**config.mk**
```make
export PLATFORM = sky130hd
export DESIGN_NAME = fifo_rd_ctrl
export DESIGN_NICKNAME = d
export VERILOG_FILES = /design/src/rtl/fifo_rd_ctrl.sv
export SDC_FILE = /design/constraint.sdc
export NUM_CORES = 1
export LEC_CHECK = 0
export CORE_ASPECT_RATIO = 1.1
export CORE_MARGIN = 1.5
export CORE_UTILIZATION = 30
export CTS_CLUSTER_SIZE = 25
export DETAILED_ROUTE_END_ITERATION = 8
export GPL_TIMING_DRIVEN = 0
export SETUP_SLACK_MARGIN = 0.02
export SLEW_MARGIN = 5
export SYNTH_ARGS = -nofsm -noshare
export SYNTH_HDL_FRONTEND = slang
export SYNTH_SLANG_ARGS = --single-unit
```
**constraint.sdc**
```tcl
create_clock -name i_clk -period 8.3 [get_ports i_clk]
set_input_delay 1.66 -clock i_clk [delete_from_list [all_inputs] [get_ports i_clk]]
set_output_delay 1.66 -clock i_clk [all_outputs]
set_load 0.01 [all_outputs]
```
**src/rtl/fifo_rd_ctrl.sv**
```systemverilog
// fifo_rd_ctrl: async-FIFO read side with a 2-entry skid buffer; FIFO_RD_OCCUPANCY_EN adds a registered occupancy count.
module fifo_rd_ctrl #(
  parameter int DATA_WIDTH = 8,
  parameter int MEM_DEPTH  = 64,
  parameter int ADDR_BITS  = $clog2(MEM_DEPTH)
) (
  input  logic                  i_clk,
  input  logic                  i_reset_n,
  input  logic [ADDR_BITS:0]    i_wr_ptr_gray,
  output logic [ADDR_BITS:0]    o_rd_ptr_gray,
  output logic [ADDR_BITS-1:0]  o_rd_addr,
  output logic                  o_rd_en,
  input  logic [DATA_WIDTH-1:0] i_mem_data,
  output logic [DATA_WIDTH-1:0] o_data,
  output logic                  o_valid,
  input  logic                  i_ready,
  output logic                  o_empty,
  output logic [ADDR_BITS:0]    o_occupancy
);
  localparam int PW = ADDR_BITS + 1;
  logic [PW-1:0] rd_ptr, rd_ptr_nxt;
  logic [DATA_WIDTH-1:0] buf_q [2];
  logic [1:0] cnt, load;
  logic in_flight, mem_empty, pop, issue, wr_idx;
  assign mem_empty  = (rd_ptr ^ (rd_ptr >> 1)) == i_wr_ptr_gray;
  assign o_valid    = cnt != 2'd0;
  assign pop        = o_valid && i_ready;
  // slots committed after this edge, not counting a new issue
  assign load       = cnt + 2'(in_flight) - 2'(pop);
  assign issue      = i_reset_n && !mem_empty && load < 2'd2;
  assign rd_ptr_nxt = rd_ptr + PW'(issue);
  assign wr_idx     = (cnt - 2'(pop)) != 2'd0;
  assign o_rd_en    = issue;
  assign o_rd_addr  = rd_ptr[ADDR_BITS-1:0];
  assign o_data     = buf_q[0];
  assign o_empty    = mem_empty && cnt == 2'd0 && !in_flight;
  always_ff @(posedge i_clk or negedge i_reset_n) begin
    if (!i_reset_n) begin
      rd_ptr        <= '0;
      o_rd_ptr_gray <= '0;
      in_flight     <= 1'b0;
      cnt           <= 2'd0;
      buf_q[0]      <= '0;
      buf_q[1]      <= '0;
    end else begin
      rd_ptr        <= rd_ptr_nxt;
      o_rd_ptr_gray <= rd_ptr_nxt ^ (rd_ptr_nxt >> 1);
      in_flight     <= issue;
      cnt           <= load;
      if (pop) buf_q[0] <= buf_q[1];
      if (in_flight) buf_q[wr_idx] <= i_mem_data;
    end
  end
`ifdef FIFO_RD_OCCUPANCY_EN
  logic [PW-1:0] wr_bin;
  for (genvar g = 0; g < PW; g++) begin : g_g2b
    assign wr_bin[g] = ^(i_wr_ptr_gray >> g);
  end
  always_ff @(posedge i_clk or negedge i_reset_n) begin
    if (!i_reset_n) o_occupancy <= '0;
    else o_occupancy <= wr_bin - rd_ptr;
  end
`else
  assign o_occupancy = '0;
`endif
endmodule

```
After elaboration in Yosys (flattened, before gate mapping):

Index checks and enable logic that the tools add are counted.

* word-level logic and storage cells: 33
* ROM bits: 0
* memories: 0
* RAM bits: 0
* register bits after elaboration: 33
* latch bits: 0
* bits of input ports: 18

* bitwise operators: 3
* shifts and indexed selects: 0
* multiply operators: 0
* eq/ne operators: 1
* div/mod/pow operators: 0
* magnitude comparators: 3
* mux-type cells: 5
* $add $sub $neg: 4
* reductions and logical operators: 11

Operator list (count)
* $bwmux W16: 1
* $mux W16: 1
* $mux W8: 2
* $xor A7 B6 Y7: 2
* $demux W8 S1: 1
* $add A7 B1 Y7: 1
* $eq A7 B7 Y1: 1
* $logic_and A1 B1 Y1: 6
* $reduce_bool A2 Y1: 2
* $sub A2 B1 Y2: 2
* $add A2 B1 Y2: 1
* $ge A2 B2 Y1 const B: 1
* $logic_not A1 Y1: 2
* $logic_not A2 Y1: 1
* $lt A2 B1 Y1 const B: 1
* $lt A2 B2 Y1 const B: 1
* $not A1 Y2: 1

Depth between registers and ports, before layout:

Gate-level depths: netlist (run 1).

* depth after elaboration: 11
* depth in mapped cells: 14
* depth with buffers taken out: 13

Worst setup path after synthesis (run 1):

No wires, ideal clock.

* kind: input to output
* from: in i_ready
* to: out o_rd_en
* arrival time: 2.948 ns
* path slack: 3.692 ns
* cell stages on the path: 8
* buffers on the path: 0
* data required time: 6.640 ns
* cells stage by stage: o21ai_2 -> inv_1 -> ha_1 -> inv_1 -> ha_1 -> xnor2_1 -> xor2_1 -> o311a_1

* longest elaborated chain between the ends: 4

RTL lines
* from (decl): line 16 `input logic i_ready,`
* $logic_and A1 B1 Y1: line 27 `assign pop = o_valid && i_ready;`
* $sub A2 B1 Y2: line 29 `assign load = cnt + 2'(in_flight) - 2'(pop);`
* $lt A2 B2 Y1: line 30 `assign issue = i_reset_n && !mem_empty && load < 2'd2;`
* $logic_and A1 B1 Y1: line 30
* to (decl): line 12 `output logic o_rd_en,`

Every way passes these cells.

Final worst setup path (run 1):

Same ends and word-level chain as after synthesis.

==> impl_results.md, run 1 <==
- Detailed Place HPWL: 2.225 mm
- Critical path required time: 6.64 ns
- Finished Layout Cells: 256
- CP Class: in -> out
- Post-synth top area cell: dfrtp_1
- Post-route ant nets: 0
- Top cells by area, synth: dfrtp_1, mux2_2, mux2_4
- Cells after Synth: 126
- Synthesized area per cell: 13.14 um^2
- Reg2reg end: o_rd_ptr_gray[3]
- I/O Pins: 49
- # H-tree levels: 2
- Reg2Reg Depth: 14
- Setup Fix Bufs, Post-CTS: 0
- Most common library cells after synthesis: dfrtp_1, mux2_2, buf_4
- DR iter-0 viols: 28
- Total grt overflow: 0
- Top-area cell type share of the netlist area: 0.4837
- Fin. max-slew vios: 0
- Layout cells sized above 1: 0.2818
- Total negative slack: 0 ns
- Number of flops mapped to enable cells by yosys: 0
- Power per cell area: 391.3 nW/um^2
- Count leader, synth: dfrtp_1
- CP arrival: 4.13 ns
- Clock-pin slew on the worst setup and hold paths: 0.06 ns
- DRC: 0
- Post_cts resized: 0
- Initial antenna violation count: 0
- CTS buffer count: 5
- Initial Util: 0.3088
- Clk root buf: clkbuf_8
- Worst-Skew Late Latency: 0.28 ns
- Most used DFF post-synth: dfrtp_1
- Hold Violations, Final: 0
- Worst reg-to-reg setup slack: 4.98 ns
- Fin nets: 206
- Vias in the first global route: 1157
- Die height: 80.91 um
- Die W: 73.83 um
- # setup viols final: 0
- Site Rows: 28
- Via count: 1037
- Mapped cell area: 1655 um^2
- Gpl congestion: 0.7789
- Worst Setup Start Kind: input port
- Final-layout fill cell count: 519
- First-pass GRT wire length: 5.099 mm
- Tcrit/Tclk final: 0.6977
- Outcome: finished clean
- Placed cell count: 248
- Drt via density: 4.051
- Wire length per cell: 11.77 um
- Largest net degree at the start of global routing: 34
- Lkg Pwr: 1.066 nW
- Antenna diodes: 0
- Number of synthesis warnings: 0
- Register area share after synthesis: 0.4837
- Clock skew: 0.002751 ns
- Slew @ Worst Pin: 0.7390 ns
- Pre-Repair DR Iteration Count: 2
- Total Routing Usage GR: 0.1141
- Reg-to-reg startpoint: cnt[1]
- Hold-fix buffers at CTS: 0
- Max_slew headroom: 0.5073
- Cells on Worst Hold Path: 1
- Min cycle time layout: 5.791 ns
- RSZ-0062 raised after global routing: no
- Async SR Flop Fraction: 1.000
- Max frequency: 172.7 MHz
- TritonCTS clock tree: yes
- Hold/Removal Path Class: reg -> reg
- Die area: 5973 um^2
- # port buffers: 41
- Synth-to-Final Area Change: 36.96%
- WL final: 3.013 mm
- Crit-path max FO: 9
- Max Root-Sink Buffers: 2
- Core ar.: 5360 um^2
- Max-cap viol count: 0
- CTS Sinks: 32
- Max IR drop VDD: 0.2091 mV
- Worst setup EP type: output pin
- Distinct cell type count after synthesis: 20
- Synthesis-stage register bit count: 32
[power breakdown]
part | leakage, nW | switching [W] | total [W] | internal [W]
logic | 0.633 | 0.000187 | 0.000483 | 0.000296
registers | 0.387 | 0.0000464 | 0.000284 | 0.000237
clock network | 0.0455 | 0.0000526 | 0.000120 | 0.0000675
[worst max-delay path: stages]
cell and delay [ns]:
clkdlybuf4s50_1 0.44, o21ai_2 0.23, inv_1 0.09, ha_1 0.29, inv_1 0.04, ha_1 0.18
xnor2_1 0.18, xor2_1 0.21, o311a_1 0.25, clkdlybuf4s50_1 0.57
[metal layers]
layer / vias to the layer above / routed length [um] / GRT usage
met5: - / 0 / 0
met4: 0 / 34 / 0.03333
met2: 39 / 1399 / 0.1856
met3: 4 / 218 / 0.04715
li1: 500 / - / -
met1: 494 / 1361 / 0.1377
[stage by stage]
| stage | util | area, um^2 | hold slack, ns | setup WS, ns | total power [W] |
|---|---|---|---|---|---|
| after CTS | 0.4230 | 2267 | 0.5073 | 2.456 | 0.0009030 |
| after global routing | 0.4230 | 2267 | 0.5297 | 2.292 | 0.0009628 |
| after detailed placement | 0.4062 | 2177 | 0.4929 | 2.473 | 0.0007755 |
| final | 0.4230 | 2267 | 0.5029 | 2.509 | 0.0008872 |
| after global placement | 0.4071 | 2182 | 0.4825 | 2.493 | 0.0007633 |
| after floorplan | - | 1678 | 0.4754 | 3.692 | 0.0006016 |
[final cells by class]
type,count,area (um^2),share of cell area
inverter,9,33.78,0.01490
sequential,32,800.8,0.3532
clock buffer,8,90.09,0.03974
buffer,17,128.9,0.05684
timing repair buffer,41,405.4,0.1788
tap,75,93.84,0.04139
multi-input combinational,74,714.4,0.3151
[cells by family (layout without fill, tap and decap cells)]
group,Yosys count,after routing,share of synthesized area
flip-flops,32,32,0.4838
XOR/XNOR,20,20,0.1225
adder cells (fa/ha/maj),8,8,0.06047
multiplexers,24,24,0.1814
AO/OA/AOI/OAI,3,3,0.01663
AND/OR/NAND/NOR,12,12,0.03478
buffers and inverters,26,75,0.09826
other,1,7,0.002265
[how the worst max path moves through the flow]
stage                          from  endpoint  slack (ns)  depth (start not counted)
after floorplan             i_ready   o_rd_en        3.69                          8
after global placement    i_reset_n   o_rd_en        2.49                          3
after detailed placement    i_ready   o_rd_en        2.47                         10
after CTS                   i_ready   o_rd_en        2.46                         10
after global routing        i_ready   o_rd_en        2.29                         10
final                       i_ready   o_rd_en        2.51                         10
[cell usage in the layout (no fill, tap or decap)]
cell             count
buf_2                1
buf_4               15
buf_6                1
clkbuf_1             2
clkbuf_2             1
clkbuf_8             6
clkdlybuf4s50_1     40
conb_1               7
dfrtp_1             32
ha_1                 8
inv_1                8
inv_2                1
mux2_2              16
mux2_4               8
nand2_1              5
nand3_1              4
nor2b_1              1
nor4_1               1
o21ai_2              2
o311a_1              1
or3_1                1
xnor2_1              9
xnor3_1              2
xor2_1               9
No activity file was read; power rests on OpenSTA's default activity.
==> run 2, diff against run 1 <==
- clock period: 8.3 -> 5.6 ns (I/O delays scaled with it)
==> results of run 2 <==
Same layout as run 1 (identical final DEF). Status: finished clean.
Among the figures that moved: setup slack after placement 2.473 ns -> 0.8527 ns; setup slack after layout 2.509 ns -> 0.8894 ns; register-to-register setup slack 4.98 ns -> 2.28 ns; total power 0.0008872 W -> 0.001315 W; worst IR drop on VDD 0.2091 mV -> 0.3099 mV
==> run 3, diff against run 2 <==
- clock period: 5.6 -> 4 ns (I/O delays scaled with it)
==> run 3 against run 2 <==
Critical path depth unchanged. Non-clock buffer count increased by 3. First-iteration DRC count increased by 18%. Global-route usage increased by 0.052 points. Power increased by 43%. Combinational power increased by 45%. Largest cell class unchanged.
==> impl_results.md, run 3 (synthesis gave the netlist of run 1 again) <==
- I/O Pins: 49 (unchanged)
- Layout cells sized above 1: 0.2989 (+0.01715)
- Internal power: 0.001275 W
- Final-layout fill cell count: 518 (-0.19%)
- # port buffers: 41 (unchanged)
- Most frequent cells in the layout: clkdlybuf4s50_1, dfrtp_1, buf_4
- Worst-Skew Late Latency: 0.28 ns (about the same)
- Clk root buf: clkbuf_8
- Fin util: 0.4304 (+0.007470)
- # H-tree levels: 2 (unchanged)
- Hold-fix buffers at CTS: 0 (unchanged)
- WL final: 3.071 mm (+1.9%)
- Reg2Reg Depth: 15 (+1)
- Initial antenna violation count: 0 (unchanged)
- Multi-input logic area: 729.5 um^2 (+2.1%)
- Outcome: finished clean
- Tcrit/Tclk final: 0.8740
- Min cycle time layout: 3.496 ns
- Power per cell area: 816.7 nW/um^2
- CTS buffer count: 5 (unchanged)
- Max_slew headroom: 0.5089 (+0.001569)
- Slowest CP cell: clkdlybuf4s50_1
- Via count: 1061 (+2.3%)
- Worst Setup Start Kind: input port
- Hold/Removal Path Class: reg -> reg
- Core ar.: 5360 um^2 (unchanged)
- Clock-pin slew on the worst setup and hold paths: 0.06 ns (about the same)
- Site Rows: 28 (unchanged)
- Max IR drop VDD: 0.4335 mV
- Gpl congestion: 0.7789 (unchanged)
- Wire length per cell: 11.86 um (+0.74%)
- Comb pwr share: 0.554 (+0.009)
- Clock skew: 0.002732 ns (-0.00001915 ns)
- Max frequency: 286.0 MHz
- DR iter-0 viols: 33 (+18%)
- Synth-to-Final Area Change: 39.38%
- CTS Sinks: 32 (unchanged)
- TritonCTS clock tree: yes
- DRC: 0 (unchanged)
- Die W: 73.83 um (unchanged)
- Pre-Repair DR Iteration Count: 4 (+2)
- Hold Violations, Final: 0 (unchanged)
- Worst setup EP type: output pin
- Die area: 5973 um^2 (unchanged)
- CP Class: in -> out
- Clock power frac: 0.132 (-0.003)
- CP peak stage delay: 0.47 ns (-0.10 ns)
- RSZ-0062 raised after global routing: no
- Most common cell after layout, fill and taps aside: clkdlybuf4s50_1
- Largest net degree at the start of global routing: 34 (unchanged)
- Sequential Power Share: 0.314 (-0.006)
- Total Routing Usage GR: 0.1146 (+0.0005196)
- Drt via density: 4.097 (+1.1%)
- Max-cap viol count: 0 (unchanged)
- Fin nets: 209 (+1.5%)
- Vias in the first global route: 1166 (+0.78%)
- Lkg Pwr: 1.100 nW (+3.2%)
- Initial Util: 0.3088 (unchanged)
- Worst hold slack: 0.5026 ns (-0.0002620 ns)
- Sequential cell area: 800.8 um^2 (unchanged)
- Final Total Pwr: 0.001884 W
- Critical path required time: 3.20 ns
- Antenna diodes: 0 (unchanged)
- Crit-path max FO: 3 (-6)
- Cells on Worst Hold Path: 1 (unchanged)
- Worst reg-to-reg setup slack: 0.94 ns
- Reg-to-reg startpoint: cnt[1]
- Detailed Place HPWL: 2.225 mm (unchanged)
- Crit-path cells: clkdlybuf4s50_1 -> o21ai_4 -> inv_1 -> ha_1 -> inv_1 -> ha_1 -> xnor2_2 -> xor2_1 -> o311a_1 -> dlymetal6s2s_1
- Max Root-Sink Buffers: 2 (unchanged)
- First-pass GRT wire length: 5.126 mm (+0.53%)
- Sw Ratio: 0.3233
- Total grt overflow: 0 (unchanged)
- Fin. max-slew vios: 0 (unchanged)
- NetSw: 0.0006091 W
- Die height: 80.91 um (unchanged)
- # setup viols final: 0 (unchanged)
- CP arrival: 2.70 ns
- Post-route ant nets: 0 (unchanged)
- Reg2reg end: o_rd_ptr_gray[3]
- Slew @ Worst Pin: 0.7366 ns (-0.002354 ns)
-- run 3: cell types whose count changed in the layout (fill, tap and decap cells not counted) --
cell             previous run  this run
buf_4                      15        18
clkdlybuf4s50_1            40        39
dlymetal6s2s_1              0         1
o21ai_2                     2         1
o21ai_4                     0         1
xnor2_1                     9         8
xnor2_2                     0         1
-- run 3: metal layers --
metal	global-route usage	wire [um]	part of all wire	up-vias
met5	0	0	0	-
met4	0.03333	34	0.011	0
met3	0.04715	217	0.071	4
met2	0.1901	1453	0.47	40
met1	0.1354	1367	0.45	508
li1	-	-	-	509
-- run 3: what timing repair did --
action                                  4_1_cts  5_1_grt
buffers inserted                              1        2
gates resized for setup                       1        2
endpoints found under the setup margin        1        1
pin swaps                                     0        1
-- run 3: worst max path at each step --
stage	startpoint	end	slack (ns)	depth (start not counted)
2_1_floorplan	i_ready	o_rd_ptr_gray[4]	0.96	13
3_3_place_gp	i_reset_n	o_rd_en	-0.09	3
3_5_place_dp	i_ready	o_rd_en	-0.11	10
4_1_cts	i_ready	o_rd_en	0.08	10
5_1_grt	i_ready	o_rd_ptr_gray[3]	0.30	15
6_report	i_ready	o_rd_en	0.50	10
-- run 3: layout make-up --
class	instances	share of cell area
Clock buffer	8	0.03905
Inverter	9	0.01464
Tap cell	75	0.04067
Buffer	17	0.05586
Sequential cell	32	0.3471
Multi-Input combinational cell	74	0.3162
Timing Repair Buffer	44	0.1866
-- run 3: power by group through the flow --
stage | registers, W | logic [W] | clock network, W
3_3_place_gp | 0.000589 | 0.000995 | 0
5_1_grt | 0.000616 | 0.00115 | 0.000277
4_1_cts | 0.000594 | 0.00103 | 0.000259
2_1_floorplan | 0.000601 | 0.000647 | 0
6_report | 0.000591 | 0.00104 | 0.000250
3_5_place_dp | 0.000597 | 0.00101 | 0
-- run 3: stage by stage --
| step | setup WS (ns) | setup TNS (ns) | cells | cell area (um^2) |
|---|---|---|---|---|
| global placement | -0.08685 | -0.08685 | 248 | 2182 |
| finish | 0.5038 | 0 | 259 | 2307 |
| detailed placement | -0.1073 | -0.1073 | 248 | 2177 |
| CTS | 0.08302 | 0 | 257 | 2282 |
| floorplan | 0.9611 | 0 | 132 | 1678 |
| global route | 0.2999 | 0 | 259 | 2307 |
-- run 3: critical path: cells and delay by family --
family	cells	cell delay, ns
AOI/OAI and AO/OA	2	0.35
xor gates and xnor gates	2	0.35
adders and majority gates	2	0.46
buffers and inverters	4	0.74
